[src/rtl/branch_target_buffer.sv]
// Direct-mapped branch target buffer with 2-bit saturating direction counters.
// Lookup is combinational off fetch_pc; updates from execute commit on the rising clock.
module branch_target_buffer #(
  parameter int ENTRIES = 16,
  parameter int IDX_W   = $clog2(ENTRIES),
  parameter int TAG_W   = 30 - IDX_W,
  parameter int CNT_W   = 16
) (
  input  logic             CLK,
  input  logic             RST,
  input  logic [31:0]      fetch_pc,
  output logic             pred_taken,
  output logic [31:0]      pred_next_pc,
  input  logic             upd_valid,
  input  logic [31:0]      upd_pc,
  input  logic             upd_taken,
  input  logic [31:0]      upd_target,
  input  logic             upd_pred_taken,
  output logic [CNT_W-1:0] mispredict_cnt
);

  logic             r_valid  [ENTRIES];
  logic [TAG_W-1:0] r_tag    [ENTRIES];
  logic [31:0]      r_target [ENTRIES];
  logic [1:0]       r_ctr    [ENTRIES];
  logic [CNT_W-1:0] r_misCnt;

  logic [IDX_W-1:0] w_fetchIdx;
  logic [TAG_W-1:0] w_fetchTag;
  logic             w_fetchHit;
  logic [IDX_W-1:0] w_updIdx;
  logic [TAG_W-1:0] w_updTag;
  logic             w_updHit;
  logic             w_unusedPcBits;

  // PCs are word aligned, so the two low bits carry no information.
  assign w_unusedPcBits = ^{fetch_pc[1:0], upd_pc[1:0]};

  assign w_fetchIdx = fetch_pc[IDX_W+1:2];
  assign w_fetchTag = fetch_pc[31:IDX_W+2];
  assign w_fetchHit = r_valid[w_fetchIdx] && (r_tag[w_fetchIdx] == w_fetchTag);

  assign w_updIdx = upd_pc[IDX_W+1:2];
  assign w_updTag = upd_pc[31:IDX_W+2];
  assign w_updHit = r_valid[w_updIdx] && (r_tag[w_updIdx] == w_updTag);

  assign pred_taken     = w_fetchHit & r_ctr[w_fetchIdx][1];
  assign pred_next_pc   = pred_taken ? r_target[w_fetchIdx] : fetch_pc + 32'd4;
  assign mispredict_cnt = r_misCnt;

  // Lookup reads the pre-update array; a same-index write shows up next cycle.
  always_ff @(posedge CLK or posedge RST) begin
    if (RST) begin
      for (int i = 0; i < ENTRIES; i++) begin
        r_valid[i]  <= 1'b0;
        r_tag[i]    <= '0;
        r_target[i] <= '0;
        r_ctr[i]    <= 2'b00;
      end
    end else if (upd_valid) begin
      if (w_updHit) begin
        if (upd_taken) begin
          if (r_ctr[w_updIdx] != 2'b11) r_ctr[w_updIdx] <= r_ctr[w_updIdx] + 2'd1;
          r_target[w_updIdx] <= upd_target;
        end else if (r_ctr[w_updIdx] != 2'b00) begin
          r_ctr[w_updIdx] <= r_ctr[w_updIdx] - 2'd1;
        end
      end else if (upd_taken) begin
        r_valid[w_updIdx]  <= 1'b1;
        r_tag[w_updIdx]    <= w_updTag;
        r_target[w_updIdx] <= upd_target;
        r_ctr[w_updIdx]    <= 2'b10;
      end
    end
  end

  always_ff @(posedge CLK or posedge RST) begin
    if (RST) begin
      r_misCnt <= '0;
    end else if (upd_valid && (upd_pred_taken != upd_taken) && (r_misCnt != '1)) begin
      r_misCnt <= r_misCnt + CNT_W'(1);
    end
  end

endmodule
[config.mk]
export PLATFORM = sky130hd
export DESIGN_NAME = branch_target_buffer
export DESIGN_NICKNAME = d
export VERILOG_FILES = /design/src/rtl/branch_target_buffer.sv
export SDC_FILE = /design/constraint.sdc
export NUM_CORES = 2
export LEC_CHECK = 0
export ABC_AREA = 1
export CORE_MARGIN = 3
export CORE_UTILIZATION = 38
export CTS_BUF_LIST = sky130_fd_sc_hd__clkbuf_4
export CTS_CLUSTER_SIZE = 24
export DETAILED_ROUTE_END_ITERATION = 16
export PLACE_DENSITY = 0.54
export RECOVER_POWER = 50
export SLEW_MARGIN = 5
export SYNTH_ARGS = -nofsm -noshare
export SYNTH_HDL_FRONTEND = slang
export SYNTH_SLANG_ARGS = --single-unit
[constraint.sdc]
create_clock -name CLK -period 78.8 [get_ports CLK]
set_input_delay 15.76 -clock CLK [delete_from_list [all_inputs] [get_ports CLK]]
set_output_delay 15.76 -clock CLK [all_outputs]
set_load 0.01 [all_outputs]
* Word-level counts from Yosys, hierarchy flattened
Cells that the tools add are included.
** Word-level totals
- Bits of input ports :: 101
- Output and inout bits :: 49
- Register bits after elaboration :: 992
- Logic and storage cells :: 136
** Cells by class
- Multiplexer cells :: 39
- Bitwise logic cells :: 8
- $lt $le $gt $ge :: 3
- Reduce and logical (&&, ||, !) cells :: 11
- Equal/unequal tests :: 6
- $add $sub $neg :: 4
** Operator list (number)
- $bwmux W512 :: 1
- $bwmux W416 :: 1
- $mux W32 :: 9
- $bmux W26 S4 :: 2
- $mux W26 :: 5
- $bmux W32 S4 :: 1
- $demux W32 S4 :: 1
- $demux W26 S4 :: 1
- $bwmux W32 :: 2
- $eq A26 B26 Y1 :: 2
- $add A32 B3 Y32 const B :: 1
- $or A16 B16 Y16 :: 2
- $add A16 B1 Y16 const B :: 1
- $and A16 B16 Y16 :: 1
- $bmux W2 S4 :: 2
- $ne A16 B16 Y1 const B :: 1
- $not A16 Y16 :: 1
- $ge A5 B5 Y1 const B :: 2
- $mux W2 :: 5
- $not A4 Y5 :: 2
- $bmux W1 S4 :: 2
- $demux W2 S4 :: 1
- $reduce_bool A2 Y1 :: 3
- $logic_and A1 B1 Y1 :: 5
- 13 further kinds :: 17

* Depth between registers and ports, before layout
- Depth in word-level cells :: 9
- Mapped depth :: 26

* Worst setup path before layout
OpenSTA, ideal clock, no wires.
- Path type :: in2out
- Start :: in fetch_pc[2]
- End :: out pred_next_pc[23]
- Stages on the path :: 16
- Arrival time :: 17.947 ns
- Path slack :: 45.093 ns
- Buffers on the path :: 4
- Data required time :: 63.040 ns
- Path through :: buf_2 -> inv_2 -> buf_2 -> clkbuf_1 -> nor2_1 -> o211ai_1 -> o211ai_1 -> nand2_1 -> xor2_1 -> nand2_1 -> nor2_1 -> nand3_1 -> nor2_1 -> buf_2 -> nor2_1 -> nor2_1
** Between the ends
- Word-level cells in the longest chain between the ends :: 8
- Elaborated cells between the ends (all ways) :: 18
- Classes of those cells :: add/sub (1); eq/ne (1); mux (13); bitwise (2); reduce/logical (1)
** RTL lines
- start: declaration :: line 11 : input logic [31:0] fetch_pc,
- $not A4 Y5 (not written as such) :: line 41, 47, 48
- $bmux W26 S4 :: line 41 : assign w_fetchHit = r_valid[w_fetchIdx] && (r_tag[w_fetchIdx] == w_fetchTag);
- $mux W26 (not written as such) (2 in a row) :: line 41
- $eq A26 B26 Y1 :: line 41
- $logic_and A1 B1 Y1 :: line 41
- $and A1 B1 Y1 :: line 47 : assign pred_taken = w_fetchHit & r_ctr[w_fetchIdx][1];
- $mux W32 * :: line 48 : assign pred_next_pc = pred_taken ? r_target[w_fetchIdx] : fetch_pc + 32'd4;
- end: declaration :: line 13 : output logic [31:0] pred_next_pc,
Mark *: on every way between the ends. The rest lies on a longest branch, timed or not. The select of a mux whose other input is x is not followed.

* Worst setup path after layout
- Start :: in fetch_pc[3]
- End :: out pred_next_pc[24]
The elaborated chain is that of the path after synthesis.

==> out/metrics.csv <==
metric,value,unit
status,finished with violations,
failing checks,"max-capacitance violations, max-slew violations",
R2R Path End,r_ctr[18]$_DFFE_PP0P_,
"EDFF count, synth",0,
per-cell routed wire length,21.3,um
hold buffers post-CTS,0,
Worst setup EP type,output port,
final setup fails,0,
via-per-instance ratio,5.37,
Synth Register Bits,992,
Hold Path Cell Cnt,2,
Tot Pwr,1.40,mW
All-Layer GR Usage,27.2,%
Flop pwr share,47.4,%
placed insts,8607,
Post-Synthesis Cells,7141,
IO buf count,147,
WP data required,63040,ps
total number of vias,48900,
placer congestion estimate,0.908,
crit path buf inv count,5,
Setup TNS Final,0,ps
Net Sw Frac,32.2,%
final period utilization,47.7,%
yosys warns,0,
crit path cell chain,buf_8 -> buf_4 -> buf_4 -> buf_4 -> o21ai_0 -> o211ai_1 -> nand3_1 -> nand2_1 -> nand2_1 -> nand2_1 -> nor2_1 -> nand4_1 -> nor2_1 -> nand2_1 -> nor2_1 -> nor2_1 -> clkdlybuf4s50_1,
maxcap violations,25,
CTS tree,built,
CTS Buffer Depth,4,
H-tree depth,5,
DR iter-0 viols,5179,
Mapped Avg Cell Area,7.24,um^2
Clock Skew,90.2,ps
"Cell Count, Final, Fillers Out",9104,
post_cts resized,0,
Setup crit start kind,input pin,
Peak VDD IR,0.0000167,V
area growth from synthesis to layout,10.9,%
NumNets Final,7241,
CP top delay family,buffers and inverters,
clock-pin slew on the worst setup and hold paths,60,ps
initial core utilization,38.5,%
post-CTS setup buffer count,0,
clk_lat worst skew,1280,ps
pwr dens,24.4,nW/um^2
"Max stage delay cell, worst path",buf_4,
count of different cell masters after synthesis,40,
RSZ-0062 raised after global routing,false,
Worst R2R Start,r_tag[156]$_DFFE_PP0P_,
Syn Nets,7246,
most frequent cells in the layout,"2440 x nand2_1, 1489 x o21ai_0, 992 x dfrtp_1",
chip width,375,um
CORE AREA,134000,um^2
FP Rows,134,
share of the yosys chip area belonging to registers,48.0,%
slew margin rel.,-441,%
share of cells above drive strength 1,7.70,%
top-area cell type share of the netlist area,48.0,%
Worst R2R Setup Slack,74920,ps
Crit path arrival time,21850,ps
CTS buffer count,295,
antenna-violating nets left,0,
dominant cell type by area after synthesis,dfrtp_1,
Pre-Repair DR Iteration Count,5,
P_sw,0.450,mW
clk sinks,992,
"commonest non-fill, non-tap cell in the layout",nand2_1,
first-pass GRT wire length,291000,um
path depth of the worst reg2reg path,19,
Max Clock Freq,0.0266,GHz
Die Span Y,375,um
root buffer cell,clkbuf_4,
Worst Tran Pin Value,8120,ps
crit path max fanout,112,
HP Class,reg2reg,
Hold Crit Start,r_valid[10]$_DFFE_PP0P_,
clock share of power,34.3,%
Internal,0.948,mW
max-slew violation count,1669,
WL final,194000,um
Mapped Area,51700,um^2
initial antenna violation count,23,
# IOs,150,
Residual DRC,0,
synth top area cells,"dfrtp_1 48%, nand2_1 18%, o21ai_0 14%, nor2_1 4.5%, clkbuf_1 2.6%",
vias in the first global route,46000,
pin count of the biggest net entering global routing,158,
WHS Endpoint,r_valid[10]$_DFFE_PP0P_,
Die ar.,141000,um^2
most used flip-flop cell after synthesis,dfrtp_1,
Final Hold Viols,0,
grt total ovfl,0,
Logic pwr share,18.3,%
Leak,27.5,nW
"Min Clock Period, post-route",37610,ps
CP Class,in2out,
ys async rst share,100,%
slowest cell delay on critical path,870,ps
hpwl dp,111000,um
[cell families after synthesis]
group / share of synthesized area, %
xor+xnor: 0.711
compound gates: 19.1
simple gates: 25.3
fa+ha+maj: 0.0968
flops: 48.0
buf+inv: 6.73
[sequential cells by signal, indices dropped and copies added, names as in the netlist]
name	cells
mispredict_cnt	16
r_target	512
r_tag	416
r_ctr	32
r_valid	16
[how the worst max path moves through the flow]
| stage | startpoint | endpoint | slack (ps) | cells after the start |
|---|---|---|---|---|
| 3_5_place_dp | fetch_pc[3] | pred_next_pc[17] | 41300 | 16 |
| 5_1_grt | fetch_pc[3] | pred_next_pc[16] | 40990 | 17 |
| 4_1_cts | fetch_pc[3] | pred_next_pc[17] | 41290 | 16 |
| 6_report | fetch_pc[3] | pred_next_pc[24] | 41190 | 17 |
| 3_3_place_gp | fetch_pc[3] | pred_next_pc[17] | 41360 | 16 |
| 2_1_floorplan | RST | mispredict_cnt[0]$_DFFE_PP0P_ | 35130 | 1 |
[cell usage after synthesis, types with 5 or more instances]
cell type	count
xor2_1	38
inv_1	318
nor3_1	21
o22ai_1	61
a22oi_1	16
buf_1	10
nand2_1	2451
buf_2	150
inv_2	9
buf_4	9
nand2_2	7
nand3_1	190
clkbuf_1	354
nand4_1	50
o21ai_0	1490
nor2_2	5
o211ai_1	61
a21oi_1	107
dfrtp_1	992
o221ai_1	57
nor2_1	623
o21ai_1	78
clkbuf_2	5
[routing by layer]
metal  track usage [%]  wire length, um
met1              36.3            84400
met5                 0               68
met3              5.30            14000
met4              9.69             6390
met2              43.9            89000
[per-stage QoR]
step | util [%] | cell area (um^2) | hold WS (ps) | setup WS, ps
6_report | 42.7 | 57400 | 471 | 41190
5_1_grt | 42.7 | 57400 | 492 | 40990
4_1_cts | 42.8 | 57500 | 467 | 41290
3_5_place_dp | 40.2 | 54000 | 454 | 41300
3_3_place_gp | 40.2 | 54000 | 449 | 41360
2_1_floorplan | - | 51700 | 435 | 35130
[worst min-delay path: cells and delay by family, from the launching register on]
kind	cells	cell delay (ps)
buffers and inverters	1	60
DFF	1	320
and+or+nand+nor	1	60
[power by group through the flow]
stage	sequential (mW)	combinational (mW)	clock, mW
final	0.663	0.256	0.479
after floorplan	0.659	0.183	0
after global placement	0.667	0.253	0
after detailed placement	0.669	0.257	0
after global routing	0.674	0.297	0.520
after CTS	0.661	0.258	0.493
[cell type report]
class / count / area, um^2
Fill cell: 14100 / 76900
Inverter: 330 / 1250
Clock buffer: 431 / 3240
Antenna cell: 16 / 40.0
Timing Repair Buffer: 229 / 2040
Tap cell: 1768 / 2210
Sequential cell: 992 / 24800
Multi-Input combinational cell: 5288 / 23500
Clock inverter: 50 / 221
(Power assumes the default switching activity.)
